`src/rtl/adapter_pkg.sv`:
```
// adapter_pkg: helpers shared by the stream width adapters (upsizer/downsizer)
package adapter_pkg;

    function automatic int clog2_min1(input int n);
        return (n <= 2) ? 1 : $clog2(n);
    endfunction

    // Physical lane slot of logical lane k; MSB_FIRST mirrors the order
    function automatic int lane_pos(input int k, input int ratio, input bit msb_first);
        return msb_first ? ratio - 1 - k : k;
    endfunction

endpackage

```
`src/rtl/stream_upsizer_if.sv`:
```
// stream_upsizer_if: narrow input stream and wide packed output stream of the upsizer
interface stream_upsizer_if #(
    parameter int DIN_W = 16,
    parameter int RATIO = 8
);
    localparam int DOUT_W = DIN_W * RATIO;

    logic              din_vld;
    logic              din_rdy;
    logic              din_last;
    logic [DIN_W-1:0]  din;
    logic              dout_vld;
    logic              dout_rdy;
    logic              dout_last;
    logic [DOUT_W-1:0] dout;
    logic [RATIO-1:0]  dout_keep;

    modport master (
        output din_vld, din_last, din, dout_rdy,
        input  din_rdy, dout_vld, dout_last, dout, dout_keep
    );

    modport slave (
        input  din_vld, din_last, din, dout_rdy,
        output din_rdy, dout_vld, dout_last, dout, dout_keep
    );

endinterface

```
`src/rtl/stream_reg_slice.sv`:
```
// stream_reg_slice: one-entry valid/ready register; holds while stalled, replaces on drain+load
module stream_reg_slice #(
    parameter int WIDTH = 8
) (
    input  logic             clk,
    input  logic             rstn,
    input  logic             in_vld,
    output logic             in_rdy,
    input  logic [WIDTH-1:0] in_data,
    output logic             out_vld,
    input  logic             out_rdy,
    output logic [WIDTH-1:0] out_data
);

    assign in_rdy = ~out_vld | out_rdy;

    always_ff @(posedge clk or negedge rstn) begin
        if (!rstn) begin
            out_vld  <= 1'b0;
            out_data <= '0;
        end else if (in_rdy) begin
            out_vld <= in_vld;
            if (in_vld)
                out_data <= in_data;
        end
    end

endmodule

```
`src/rtl/stream_upsizer.sv`:
```
// stream_upsizer: packs RATIO narrow beats into one wide word, flushing short words on last
module stream_upsizer
    import adapter_pkg::*;
#(
    parameter int DIN_W     = 16,
    parameter int RATIO     = 8,
    parameter int MSB_FIRST = 0
) (
    input logic             clk,
    input logic             rstn,
    stream_upsizer_if.slave s
);

    localparam int DOUT_W = DIN_W * RATIO;
    localparam int CW     = clog2_min1(RATIO);

    logic [CW-1:0]     cnt;
    logic [DOUT_W-1:0] acc;
    logic [DOUT_W-1:0] word;
    logic [RATIO-1:0]  keep;
    logic [RATIO-1:0]  keep_nxt;
    logic              take;
    logic              done;

    assign take = s.din_vld & s.din_rdy;
    assign done = (cnt == CW'(RATIO - 1)) | s.din_last;

    // Accumulator with the current beat merged in; becomes the output word on a completing beat
    always_comb begin
        word     = acc;
        keep_nxt = keep;
        for (int k = 0; k < RATIO; k++)
            if (cnt == CW'(k)) begin
                word[lane_pos(k, RATIO, MSB_FIRST != 0)*DIN_W +: DIN_W] = s.din;
                keep_nxt[lane_pos(k, RATIO, MSB_FIRST != 0)]            = 1'b1;
            end
    end

    always_ff @(posedge clk or negedge rstn) begin
        if (!rstn) begin
            cnt  <= '0;
            acc  <= '0;
            keep <= '0;
        end else if (take) begin
            cnt  <= done ? '0 : cnt + CW'(1);
            acc  <= done ? '0 : word;
            keep <= done ? '0 : keep_nxt;
        end
    end

    stream_reg_slice #(
        .WIDTH(DOUT_W + RATIO + 1)
    ) u_out (
        .clk     (clk),
        .rstn    (rstn),
        .in_vld  (s.din_vld & done),
        .in_rdy  (s.din_rdy),
        .in_data ({s.din_last, keep_nxt, word}),
        .out_vld (s.dout_vld),
        .out_rdy (s.dout_rdy),
        .out_data({s.dout_last, s.dout_keep, s.dout})
    );

endmodule

```
`src/flat_wrapper.sv`:
```
// flat-port wrapper written by rule: the top's interface ports become plain ports
module stream_upsizer_flat import adapter_pkg::*;
#(
    parameter int DIN_W     = 16,
    parameter int RATIO     = 8,
    parameter int MSB_FIRST = 0
)
  (clk, rstn, s_din_vld, s_din_last, s_din, s_dout_rdy, s_din_rdy, s_dout_vld, s_dout_last, s_dout, s_dout_keep);
  stream_upsizer_if #(.DIN_W(DIN_W), .RATIO(RATIO)) s_i ();
  input logic clk;
  input logic rstn;
  input wire logic [$bits(s_i.din_vld)-1:0] s_din_vld;
  input wire logic [$bits(s_i.din_last)-1:0] s_din_last;
  input wire logic [$bits(s_i.din)-1:0] s_din;
  input wire logic [$bits(s_i.dout_rdy)-1:0] s_dout_rdy;
  output wire logic [$bits(s_i.din_rdy)-1:0] s_din_rdy;
  output wire logic [$bits(s_i.dout_vld)-1:0] s_dout_vld;
  output wire logic [$bits(s_i.dout_last)-1:0] s_dout_last;
  output wire logic [$bits(s_i.dout)-1:0] s_dout;
  output wire logic [$bits(s_i.dout_keep)-1:0] s_dout_keep;
  assign s_i.din_vld = s_din_vld;
  assign s_i.din_last = s_din_last;
  assign s_i.din = s_din;
  assign s_i.dout_rdy = s_dout_rdy;
  assign s_din_rdy = s_i.din_rdy;
  assign s_dout_vld = s_i.dout_vld;
  assign s_dout_last = s_i.dout_last;
  assign s_dout = s_i.dout;
  assign s_dout_keep = s_i.dout_keep;
  stream_upsizer #(.DIN_W(DIN_W), .RATIO(RATIO), .MSB_FIRST(MSB_FIRST)) u_core (.clk(clk), .rstn(rstn), .s(s_i));
endmodule
```
`config.mk`:
```
export PLATFORM = sky130hd
export DESIGN_NAME = stream_upsizer_flat
export DESIGN_NICKNAME = d
export VERILOG_FILES = /design/src/rtl/adapter_pkg.sv /design/src/rtl/stream_upsizer_if.sv /design/src/rtl/stream_reg_slice.sv /design/src/rtl/stream_upsizer.sv /design/src/flat_wrapper.sv
export SDC_FILE = /design/constraint.sdc
export NUM_CORES = 1
export LEC_CHECK = 0
export CAP_MARGIN = 30
export CORE_MARGIN = 2
export CORE_UTILIZATION = 55
export DETAILED_ROUTE_END_ITERATION = 12
export DONT_BUFFER_PORTS = 1
export PLACE_DENSITY = 0.75
export SYNTH_ARGS = -nofsm -noshare
export SYNTH_HDL_FRONTEND = slang
export SYNTH_HIERARCHICAL = 1
export SYNTH_SLANG_ARGS = --single-unit
```
`constraint.sdc`:
```
create_clock -name clk -period 2.8 [get_ports clk]
set_clock_uncertainty 0.2 [all_clocks]
set_input_delay 0.28 -clock clk [delete_from_list [all_inputs] [get_ports clk]]
set_output_delay 0.28 -clock clk [all_outputs]
set_load 0.05 [all_outputs]
```
==> results.md <==
- Number of vias after detailed routing: 6844
- Final setup fails: 0
- Final core utilization: 0.607
- Commonest cells in the synthesized netlist: dfrtp_1 (277), mux2_2 (135), mux2_4 (130)
- Synth cell types: 34
- Worst r2r dst: u_core/u_out/out_data[134]
- Largest net degree at the start of global routing: 278
- Drt first pass iters: 4
- Cts bufs inserted: 28
- Post-synth ARST share: 1.00
- Worst EP arrival: 2820 ps
- Worst slew pin tran: 801 ps
- WL final: 27300 microns
- Max Freq: 0.382 GHz
- RSZ-0062 raised after global routing: false
- Final GP Congestion: 0.818
- Die extent in y: 155 microns
- # rows: 55
- Sequential fraction of the synthesis area: 0.553
- CTS tree: done
- Initial antenna violation count: 2
- Vias in the first global route: 7302
- Maximum VDD drop: 0.569 mV
- Yosys top cell by area: dfrtp_1
- Post-Synthesis Cells: 829
- Area share of the largest cell type after synthesis: 0.553
- Synth Flop Type: dfrtp_1
- Worst-path clk slew: 60 ps
- Leakage dissipation: 7.05 nW
- Min-delay worst type: in -> async
- Max-cap violations: 0
- Violated checks: hold timing
- Power Density: 815 nW/um^2
- Crit. Startpoint: u_core/cnt[0]
- Worst-path fanout max: 40
- Drt drc: 0
- Reg-to-Reg Start: u_core/cnt[0]
- Synthesis Warnings: 6
- Comb pwr share: 0.140
- Die X: 155 microns
- CP endpoint kind: register
- Total grt overflow: 0
- TNS Setup: 0 ps
- Pins Over Slew Limit: 0
- Number of synthesized flops with an enable pin: 0
- Most common cell in the netlist: dfrtp_1
- Synthesized flop and latch total: 277
- NetSw: 3.69 mW
- Slew HR: 0.466
- Clk root buf: clkbuf_16
- TritonCTS Sinks: 277
- Drt via density: 5.99
- H-tree levels: 1
- Synthesis-to-layout area growth: 8.97%
- Layout cells sized above 1: 0.400
- Syn avg cell area: 15.1 sq um
- Worst EP required: 3010 ps
- Hold_buf cts: 19
- CTS max path bufs: 3
- Switching share of total power: 0.331
- Initial core utilization: 0.557
- Critical Path End: u_core/u_out/out_data[134]
- Postcts setup bufs: 0
- Final period util: 0.934
- Final hold violations: 277
- NumNets Final: 863
- Largest cells by area after synthesis: dfrtp_1 (55%), mux2_4 (16%), mux2_2 (12%)
- Routed Antenna Nets: 0
- IO Port Bufs: 0
- Die Area: 24000 sq um
- Core footprint: 22500 sq um
- FF-to-FF setup slack: 180 ps
- # IOs: 160
- Filler Cell Count: 1643
- All-Layer GR Usage: 0.228
- Worst reg-to-reg path cell count: 7
- Clock network fraction of total power: 0.315
- Minimum clock period after layout: 2620 ps
- Iter 0 DRT Violations: 483
- Hold slack final: -749 ps
- Clock Latency Late Sink: 530 ps
- CP startpoint kind: register
- Status: finished with violations
- Synthesized net count: 856
- Global-route wire length before repair: 43000 microns
- Sequential fraction of design power: 0.545
- Internal power: 7.45 mW
- WS Path Type: reg -> reg
- Final Total Pwr: 11.1 mW
- Synthesized area: 12500 sq um
- Drt wl/cell: 23.9 microns
- DP Wirelength: 17300 microns
-- placed cells by master (no fill, tap or decap), types with 3 or more instances in the layout --
master / netlist / final
a21o_1: 4 / 4
a22o_1: 96 / 96
and2_1: 19 / 19
buf_12: 11 / 4
buf_4: 6 / 19
clkbuf_1: 19 / 11
clkbuf_16: 0 / 29
clkbuf_8: 0 / 6
clkinv_2: 0 / 4
dfrtp_1: 277 / 277
dlygate4sd3_1: 0 / 19
ha_1: 6 / 6
inv_1: 3 / 3
mux2_2: 135 / 135
mux2_4: 130 / 130
nand2_1: 38 / 38
nand2b_1: 10 / 10
nand3_1: 17 / 17
nor2_2: 2 / 3
o21a_1: 6 / 6
or2_2: 3 / 3
-- flip-flops by register name, summed over array words and instances, names as in the netlist --
register / cells
u_core/cnt: 3
u_core/u_out/out_vld: 1
u_core/acc: 128
u_core/keep: 8
u_core/u_out/out_data: 137
-- worst max-delay path: stages (launching register included) --
cell,delay [ps]
dfrtp_1,430
ha_1,260
ha_1,210
or2_2,310
and2_1,230
nand2_8,130
buf_12,270
mux2_2,380
-- power groups by stage --
| stage | Combinational [mW] | Clock (mW) | Sequential (mW) |
|---|---|---|---|
| floorplan | 1.32 | 0 | 6.00 |
| global placement | 1.42 | 0 | 6.13 |
| detailed placement | 1.47 | 0 | 6.15 |
| CTS | 1.56 | 3.60 | 6.08 |
| global route | 1.66 | 3.76 | 6.13 |
| finish | 1.55 | 3.51 | 6.07 |
-- per-layer routing --
metal  routed length, microns  part of all wire  vias up  global-route usage
met5                        0                 0        -                   0
met3                     1590             0.058       35              0.0435
met4                      477             0.017        0              0.0639
met2                    13500              0.50      189               0.379
met1                    11700              0.43     3619               0.308
li1                         -                 -     3001                   -
-- area by class of cell --
| type | instances | area [sq um] | area share |
|---|---|---|---|
| antenna | 2 | 5.00 | 0.000366 |
| clock inverter | 4 | 20.0 | 0.00147 |
| tap | 285 | 357 | 0.0261 |
| timing repair buffer | 42 | 413 | 0.0302 |
| multi-input combinational | 484 | 5080 | 0.372 |
| sequential | 277 | 6930 | 0.507 |
| inverter | 3 | 11.3 | 0.000824 |
| clock buffer | 46 | 850 | 0.0622 |
-- per-stage QoR --
stage                     cell area, sq um  setup slack, ps  cells
after floorplan                      12500              483    829
after global placement               12600              327   1072
after detailed placement             12600              252   1072
after CTS                            13700              232   1141
after global routing                 13700             47.6   1143
final                                13700              183   1143
-- how the worst min path moves through the flow --
stage               from                    endpoint  slack, ps  cells past startpoint
finish              rstn  u_core/u_out/out_data[100]       -750                      0
global route        rstn  u_core/u_out/out_data[100]       -770                      0
CTS                 rstn  u_core/u_out/out_data[100]       -780                      0
detailed placement  rstn  u_core/u_out/out_data[100]       -210                      0
global placement    rstn   u_core/u_out/out_data[99]       -200                      0
floorplan           rstn               u_core/acc[0]       -220                      0
-- cells by family after synthesis --
logic type / count (synthesis) / share of synthesized area
DFF: 277 / 0.553
muxes: 265 / 0.277
AOI/OAI and AO/OA: 112 / 0.0763
and+or+nand+nor: 101 / 0.0447
buffers and inverters: 68 / 0.0432
adders and majority gates: 6 / 0.00599
-- repair_timing --
action / 4_1_cts / 5_1_grt
endpoints found under the setup margin: 0 / 0
resized for setup: 0 / 0
hold endpoints to repair: 520 / 277
Note: power is estimated with default switching activity, not from simulation.
